**src/rtl/pipeline_hazard_ctrl.sv**
```systemverilog
// pipeline_hazard_ctrl
// Sequencing controller for a 5-stage RISC-V pipeline. It generates the PC and
// IF/ID load enables and the IF/ID and ID/EX flush requests, and it handles three cases:
//   - load-use stalls,
//   - taken-branch/jump flushes,
//   - the halt drain, which retires older instructions and then freezes the core.
// It also keeps saturating counters of stall cycles and of flush events.
//
// Ports:
//   clk, rst_n                 clock and asynchronous active-low reset
//   id_rs1/id_rs2              source register indices of the instruction in ID
//   id_uses_rs1/id_uses_rs2    the ID instruction actually reads that source
//   idex_memread/idex_rd       MemRead bit and destination register in ID/EX
//   idex_halt                  a Halt instruction is in EX
//   ex_redirect                the PC is redirected from EX this cycle
//   pc_write/ifid_write        load enables of the PC and IF/ID
//   ifid_flush/idex_flush      turn IF/ID into a NOP / ID/EX into a bubble at the next edge
//   halted                     the core has drained and is frozen
//   stall_cnt/flush_cnt        saturating performance counters
module pipeline_hazard_ctrl #(
  parameter int CNT_W        = 16,
  parameter int DRAIN_CYCLES = 2
) (
  input  logic             clk,
  input  logic             rst_n,
  input  logic [4:0]       id_rs1,
  input  logic [4:0]       id_rs2,
  input  logic             id_uses_rs1,
  input  logic             id_uses_rs2,
  input  logic             idex_memread,
  input  logic [4:0]       idex_rd,
  input  logic             idex_halt,
  input  logic             ex_redirect,
  output logic             pc_write,
  output logic             ifid_write,
  output logic             ifid_flush,
  output logic             idex_flush,
  output logic             halted,
  output logic [CNT_W-1:0] stall_cnt,
  output logic [CNT_W-1:0] flush_cnt
);

  localparam int DC_W = (DRAIN_CYCLES > 2) ? $clog2(DRAIN_CYCLES) : 1;
  localparam logic [DC_W-1:0] DRAIN_LOAD = DC_W'(DRAIN_CYCLES - 1);

  typedef enum logic [1:0] {
    ST_RUN    = 2'd0,
    ST_DRAIN  = 2'd1,
    ST_HALTED = 2'd2
  } state_t;

  state_t           state_q;
  logic [DC_W-1:0]  drain_q;
  logic             halted_q;
  logic [CNT_W-1:0] stall_cnt_q, stall_cnt_d;
  logic [CNT_W-1:0] flush_cnt_q, flush_cnt_d;

  logic load_use_hz;
  logic freeze;
  logic stall_inc;
  logic flush_inc;

  // Hazard detection and the prioritised pipeline control outputs.
  always_comb begin
    load_use_hz = idex_memread && (idex_rd != 5'd0) &&
                  ((id_uses_rs1 && (id_rs1 == idex_rd)) ||
                   (id_uses_rs2 && (id_rs2 == idex_rd)));
    // A Halt in EX freezes the front end in the same cycle, before the state moves.
    freeze      = (state_q != ST_RUN) || idex_halt;
    stall_inc   = 1'b0;
    flush_inc   = 1'b0;
    pc_write    = 1'b1;
    ifid_write  = 1'b1;
    ifid_flush  = 1'b0;
    idex_flush  = 1'b0;
    if (!rst_n || freeze) begin
      pc_write   = 1'b0;
      ifid_write = 1'b0;
      ifid_flush = 1'b1;
      idex_flush = 1'b1;
    end else if (ex_redirect) begin
      // The ID instruction is on the wrong path, so any hazard it raises is ignored.
      ifid_flush = 1'b1;
      idex_flush = 1'b1;
      flush_inc  = 1'b1;
    end else if (load_use_hz) begin
      pc_write   = 1'b0;
      ifid_write = 1'b0;
      idex_flush = 1'b1;
      stall_inc  = 1'b1;
    end else begin
      pc_write   = 1'b1;
      ifid_write = 1'b1;
    end
  end

  // Saturating next values of the performance counters.
  always_comb begin
    stall_cnt_d = stall_cnt_q;
    flush_cnt_d = flush_cnt_q;
    if (stall_inc && (stall_cnt_q != {CNT_W{1'b1}})) begin
      stall_cnt_d = stall_cnt_q + CNT_W'(1);
    end else begin
      stall_cnt_d = stall_cnt_q;
    end
    if (flush_inc && (flush_cnt_q != {CNT_W{1'b1}})) begin
      flush_cnt_d = flush_cnt_q + CNT_W'(1);
    end else begin
      flush_cnt_d = flush_cnt_q;
    end
  end

  // Run/drain/halted state machine. halted is registered together with the state.
  always_ff @(posedge clk or negedge rst_n) begin
    if (!rst_n) begin
      state_q  <= ST_RUN;
      drain_q  <= {DC_W{1'b0}};
      halted_q <= 1'b0;
    end else begin
      case (state_q)
        ST_RUN: begin
          if (idex_halt) begin
            state_q <= ST_DRAIN;
            drain_q <= DRAIN_LOAD;
          end
        end
        ST_DRAIN: begin
          if (drain_q == {DC_W{1'b0}}) begin
            state_q  <= ST_HALTED;
            halted_q <= 1'b1;
          end else begin
            drain_q <= drain_q - DC_W'(1);
          end
        end
        ST_HALTED: begin
          state_q  <= ST_HALTED;
          halted_q <= 1'b1;
        end
        default: begin
          state_q  <= ST_RUN;
          drain_q  <= {DC_W{1'b0}};
          halted_q <= 1'b0;
        end
      endcase
    end
  end

  // Performance counter registers. Only reset clears them.
  always_ff @(posedge clk or negedge rst_n) begin
    if (!rst_n) begin
      stall_cnt_q <= {CNT_W{1'b0}};
      flush_cnt_q <= {CNT_W{1'b0}};
    end else begin
      stall_cnt_q <= stall_cnt_d;
      flush_cnt_q <= flush_cnt_d;
    end
  end

  assign halted    = halted_q;
  assign stall_cnt = stall_cnt_q;
  assign flush_cnt = flush_cnt_q;

endmodule

```
**config.mk**
```make
export PLATFORM = sky130hd
export DESIGN_NAME = pipeline_hazard_ctrl
export DESIGN_NICKNAME = d
export VERILOG_FILES = /design/src/rtl/pipeline_hazard_ctrl.sv
export SDC_FILE = /design/constraint.sdc
export NUM_CORES = 1
export LEC_CHECK = 0
export CORE_ASPECT_RATIO = 1.75
export CORE_MARGIN = 5
export CORE_UTILIZATION = 26
export CTS_CLUSTER_SIZE = 40
export DETAILED_ROUTE_END_ITERATION = 10
export PLACE_DENSITY_LB_ADDON = 0.3
export REMOVE_ABC_BUFFERS = 1
export SETUP_SLACK_MARGIN = 0.1
export SLEW_MARGIN = 0
export SYNTH_ARGS = -nofsm -noshare
export SYNTH_HDL_FRONTEND = slang
export SYNTH_SLANG_ARGS = --single-unit
```
**constraint.sdc**
```tcl
create_clock -name clk -period 1.9 [get_ports clk]
set_input_delay 0.38 -clock clk [delete_from_list [all_inputs] [get_ports clk]]
set_output_delay 0.38 -clock clk [all_outputs]
set_load 0.005 [all_outputs]
```
==> results.toml, run 1 <==
[synth]
yosys.cell_types.count = 40
async_flop_share_pct = 100
synthAdderAreaFrac_pct = 3.78
syn-mean-instance-area_um2 = 11.0
synth-simple-area-share_pct = 21.4
synth_xor_area_share_pct = 17.2
yosysTopAreaCellShare_pct = 45.4
muxShareOfSynthArea_pct = 4.16
ys_warn_count = 0
synth-seq-cells = 36
synth_edf_count = 0
ys.flop_type = "dfrtp_1"
yosysSeqAreaShare_pct = 45.4
synthCells = 180
syn-cell-area_um2 = 1990
yosysTopAreaCell = "dfrtp_1"
synth_compound_area_share_pct = 6.36
synth_top_family_by_area = "simple AND/OR/NAND/NOR gates"
synth_area_leaders = "dfrtp_1 (45%), xnor2_1 (16%), nand4_1 (4.7%)"

[route]
post_drt_wl_per_cell_um = 14.5
drtPass1Iterations = 4
routed_wl_mm = 5.46
drc = 0
drtIter0Drc = 56
vias_per_cell = 4.74
drtAntennaViolNets = 0
vias = 1779

[worst_setup_path]
crit_arrival_ps = 1690
crit_chain = "buf_6, or4_4, o211ai_1, buf_4, o21a_1, buf_2"
cp_slowest_cell = "or4_4"
start_kind = "input port"
crit_path_max_incr_delay_ps = 520
critPathMaxFanout = 2
end_kind = "output pin"
crit_required_ps = 1520
crit_type = "in2out"

[timing]
setup_ws_ps = -172
max_clock_freq_mhz = 483
hold_violations = 0
maxSlewHeadroom_pct = 68.9
setup_violations = 3
skew_ps = 3.46
drv_slew = 0
worstMarginPinSlew_ps = 467
final.min_clock_period_ps = 2070
finalCritPeriodShare_pct = 109
grt_setup_unrepaired = "yes"

[place]
port_buffers = 58
dp_hpwl_mm = 4.02
place_ws_ps = -849
gp_congestion = 0.780
dp.cells = 352

[flow_run]
maxCapViolations = 0

[die]
design.core.area_um2 = 7510
die_h_um = 126
dieArea_um2 = 9550
num_rows = 42
start_util_pct = 26.4
dieWidth_um = 76.1
num_io_pins = 59

[outcome]
violations = "negative setup slack"
status = "complete, but fails checks"

[cells_and_area]
diodes = 0
nets = 314
syn_to_final_growth_pct = 67.2
multi_input_area_um2 = 1220
drive_gt1_share_pct = 36.9
fillerInstances = 739
instances_no_fill = 375
seq_area_um2 = 901

[clocking]
holdBufCountCts = 0
cts_buffers = 5
cts_tree = "done"
clock-sinks = 36
worstSkewPairLatency_ps = 280
htree_levels = 2
clock-root-buffer = "clkbuf_16"
path_clk_slew_ps = 50
clockBufferDepth = 2

[worst_hold_path]
hp-class = "in2async"

[global_route]
grt_antenna_before_repair = 0
track_usage_pct = 11.0
grt_max_degree = 33
grt_pass1_vias = 1849
grt_pass1_wl_mm = 8.60
grt-ovfl-total = 0

[pwr]
seqPwrFrac_pct = 35.5
internal-power_w = 0.00195
power_density_nw_per_um2 = 793
combinationalPowerShare_pct = 29.4
finalPower_w = 0.00263
p_leak_nw = 1.47
netSwitchingFraction_pct = 26.0
ir_drop_v = 0.000456
pwr-share-clk_pct = 35.1
switchingPower_w = 0.000683
[power by group through the flow]
| stage | combinational (W) | sequential (W) | clock, W |
|---|---|---|---|
| 2_1_floorplan | 0.000287 | 0.000929 | 0 |
| 3_3_place_gp | 0.000621 | 0.000938 | 0 |
| 3_5_place_dp | 0.000636 | 0.000941 | 0 |
| 4_1_cts | 0.000707 | 0.000931 | 0.000949 |
| 5_1_grt | 0.000841 | 0.000946 | 0.000976 |
| 6_report | 0.000774 | 0.000933 | 0.000924 |
[layer usage]
metal	GRT usage, %	vias to the layer above	share of wire, %
met5	0	-	0
met4	4.94	0	1.9
met3	2.52	5	5.2
met2	21.1	46	56
met1	10.9	869	37
li1	-	859	-
[synthesized netlist by cell type, types with 3 or more instances]
cell / instances
nor2_1: 3
xnor2_1: 36
xor2_1: 3
dfrtp_1: 36
nor3_1: 3
nand2_1: 12
ha_1: 6
and4_1: 3
and3_1: 7
inv_1: 5
a21oi_1: 3
nand4_1: 15
nand3_1: 17
mux2_2: 5
[area by class of cell]
| type | count | area share (%) |
|---|---|---|
| clock inverter | 2 | 1.06 |
| inverter | 5 | 0.641 |
| clock buffer | 6 | 3.88 |
| timing repair buffer | 102 | 27.3 |
| sequential | 36 | 27.1 |
| tap | 88 | 3.32 |
| multi-input combinational | 136 | 36.6 |
[per-stage QoR]
stage	hold slack, ps	cell area [um2]	setup TNS, ps	utilization, %
6_report	47.6	3320	-349	44.2
5_1_grt	58.3	3320	-713	44.2
4_1_cts	34.7	3180	-422	42.3
3_5_place_dp	335	2870	-9730	38.2
3_3_place_gp	327	2870	-9580	38.2
2_1_floorplan	84.4	1970	0	-
[flip-flops by register name, indices dropped and copies added, names as in the netlist]
signal / flops
drain_q: 1
stall_cnt: 16
state_q: 2
halted: 1
flush_cnt: 16
[layout by cell type (no fill, tap or decap), types with 3 or more instances in the layout]
cell / count
clkdlybuf4s50_1: 35
clkbuf_2: 3
clkdlybuf4s15_1: 4
buf_4: 34
and4_1: 3
nor3_4: 3
nand4_1: 15
a21oi_1: 3
buf_2: 7
dlygate4sd2_1: 6
buf_6: 11
nand3_1: 8
dfrtp_1: 36
xnor2_2: 5
ha_1: 5
mux2_2: 4
clkbuf_16: 5
xnor2_1: 31
and3_1: 6
xor2_1: 3
mux2_4: 3
nand3_2: 8
nand2_1: 11
[final timing paths]
path / from / to / slack, ps / cells after the start
worst max register to register: state_q[0]$_DFFE_PN0P_ / stall_cnt[5]$_DFFE_PN0P_ / 20 / 9
worst max-delay path: idex_rd[2] / ifid_write / -170 / 6
worst min-delay path: rst_n / state_q[1]$_DFFE_PN0P_ / 50 / 2
max in group asynchronous: rst_n / stall_cnt[4]$_DFFE_PN0P_ / 1390 / 2
min in group clk: flush_cnt[14]$_DFFE_PN0P_ / flush_cnt[14]$_DFFE_PN0P_ / 500 / 1
worst min register to register: flush_cnt[14]$_DFFE_PN0P_ / flush_cnt[14]$_DFFE_PN0P_ / 500 / 1
[timing repair]
action,CTS,global route
endpoints found under the setup margin,21,26
pin swaps,20,34
buffers inserted,16,4
gates resized for setup,75,39
[worst max-delay path: cells and delay by family]
kind,cells,cell delay [ps]
AO/OA/AOI/OAI,2,420
buffers and inverters,3,370
AND/OR/NAND/NOR,1,520
[cells by family (layout without fill, tap and decap cells)]
family / count (synthesis) / after routing
DFF: 36 / 36
AOI/OAI and AO/OA: 12 / 12
xor gates and xnor gates: 39 / 39
and+or+nand+nor: 72 / 72
adders and majority gates: 6 / 6
buffers and inverters: 8 / 115
muxes: 7 / 7
Note: power is estimated with default switching activity, not from simulation.
==> inputs of run 2 (changes only) <==
Settings changed: PLACE_DENSITY set to 0.5, PLACE_DENSITY_LB_ADDON 0.3 to unset.
==> run 2 against run 1 <==
The run still ends with negative setup slack left. Setup slack better by 140 ps. Worst hold slack better by 250 ps. Clock skew is 0.63 ps lower. Largest power group unchanged. Critical path depth is 1 lower. Largest cell class unchanged. Count of clock-buffer cells in the layout stayed put. Non-clock buffer count is 8 higher.
==> results.toml, run 2 (synthesized netlist as in run 1, its figures left out) <==
[outcome]
status = "complete, but fails checks"
violations = "negative setup slack"

[timing]
drv_slew = 0
setup_violations = 3
setup_ws_ps = -28.9
final.min_clock_period_ps = 1930
grt_setup_unrepaired = "yes"
hold_violations = 0
finalCritPeriodShare_pct = 102
worstMarginPinSlew_ps = 467
max_clock_freq_mhz = 518
maxSlewHeadroom_pct = 68.8
skew_ps = 2.83

[die]
num_io_pins = 59
die_h_um = 126
design.core.area_um2 = 7510
start_util_pct = 26.4
dieWidth_um = 76.1
dieArea_um2 = 9550
num_rows = 42

[route]
vias_per_cell = 4.65
drtAntennaViolNets = 0
routed_wl_mm = 5.45
drtIter0Drc = 79
drtPass1Iterations = 4
vias = 1777
post_drt_wl_per_cell_um = 14.3
drc = 0

[cells_and_area]
syn_to_final_growth_pct = 67.2
layout_common_cells = "buf_4 (42), dfrtp_1 (36), clkdlybuf4s50_1 (35)"
nets = 322
design_area_um2 = 3320
drive_gt1_share_pct = 35.4
diodes = 0
instances_no_fill = 382
seq_area_um2 = 901
mostFrequentLayoutCell = "buf_4"
fillerInstances = 741
multi_input_area_um2 = 1180

[worst_setup_path]
end_kind = "output pin"
r2r_start = "state_q[0]$_DFFE_PN0P_"
start_kind = "input port"
critPathMaxFanout = 2
crit_arrival_ps = 1550
crit_type = "in2out"
startpoint = "idex_rd[1]"
crit_required_ps = 1520

[place]
dp.cells = 360
dp_hpwl_mm = 4.15
placed_area_um2 = 2930
port_buffers = 58
gp_congestion = 0.762

[global_route]
grt-ovfl-total = 0
track_usage_pct = 11.3
grt_antenna_before_repair = 0
grt_pass1_wl_mm = 8.74
grt_pass1_vias = 1855
grt_max_degree = 36

[worst_hold_path]
hp-class = "in2async"

[flow_run]
maxCapViolations = 0

[clocking]
clockBufferDepth = 2
cts_tree = "done"
cts_buffers = 5
worstSkewPairLatency_ps = 280
clock-sinks = 36
path_clk_slew_ps = 50
clock-root-buffer = "clkbuf_16"
htree_levels = 2

[pwr]
p_leak_nw = 1.47
power_density_nw_per_um2 = 752
ir_drop_v = 0.000344
finalPower_w = 0.00250
[run 2: cell count changes in the layout (fill, tap and decap cells not counted), moves of 2 or more]
cell	previous run	this run
dlygate4sd2_1	6	11
clkbuf_2	3	0
nor3_2	1	3
nand3_2	8	6
nor3_4	3	1
nand3_1	8	10
inv_2	2	4
clkdlybuf4s15_1	4	2
buf_4	34	42
[run 2: final timing paths]
path	to	slack, ps	cells past startpoint
worst max register to register	stall_cnt[5]$_DFFE_PN0P_	-20	9
worst min register to register	flush_cnt[14]$_DFFE_PN0P_	500	1
min in group clk	flush_cnt[14]$_DFFE_PN0P_	500	1
worst min-delay path	flush_cnt[5]$_DFFE_PN0P_	290	3
worst max-delay path	ifid_write	-30	5
max in group asynchronous	stall_cnt[8]$_DFFE_PN0P_	1290	3
[run 2: layout make-up]
cell class / count / share of cell area (%)
multi-input cells: 136 / 35.5
repair buffers: 110 / 29.4
flip-flops and latches: 36 / 27.1
clock buffers: 6 / 3.88
well taps: 88 / 3.32
inverters: 5 / 0.565
clock inverters: 1 / 0.151
[run 2: critical path, cell delays in order]
cell and delay, ps:
buf_6 90, or4_4 520, o211ai_1 250, o21a_1 180
buf_2 120
[run 2: through the flow]
step / hold WS, ps / TNS (ps) / utilization (%) / setup WS, ps
floorplan: 84.4 / 0 / - / 1.11
global placement: 189 / -9640 / 39.0 / -759
detailed placement: 186 / -10080 / 39.0 / -795
CTS: 314 / -141 / 42.4 / -71.5
global route: 355 / -543 / 44.2 / -112
finish: 293 / -74.5 / 44.2 / -28.9
[run 2: per-layer routing]
| layer | GRT usage [%] | up-vias | share of wire, % |
|---|---|---|---|
| li1 | - | 874 | - |
| met5 | 0 | - | 0 |
| met2 | 21.7 | 50 | 56 |
| met1 | 10.9 | 844 | 36 |
| met4 | 5.36 | 0 | 2.4 |
| met3 | 2.88 | 9 | 5.7 |
[run 2: report_power, final]
part	total [W]	switching [W]	internal, W
clock	0.000780	0.000303	0.000476
combinational	0.000812	0.000317	0.000495
sequential	0.000906	0.0000593	0.000847
total	0.00250	0.000679	0.00182
[run 2: what timing repair did]
item	CTS	global route
resized for setup	69	23
endpoints found under the setup margin	22	27
cloned	0	0
pin swaps	32	26
hold buffers	1	0
endpoints found under the hold margin	1	0
buffers inserted	12	5
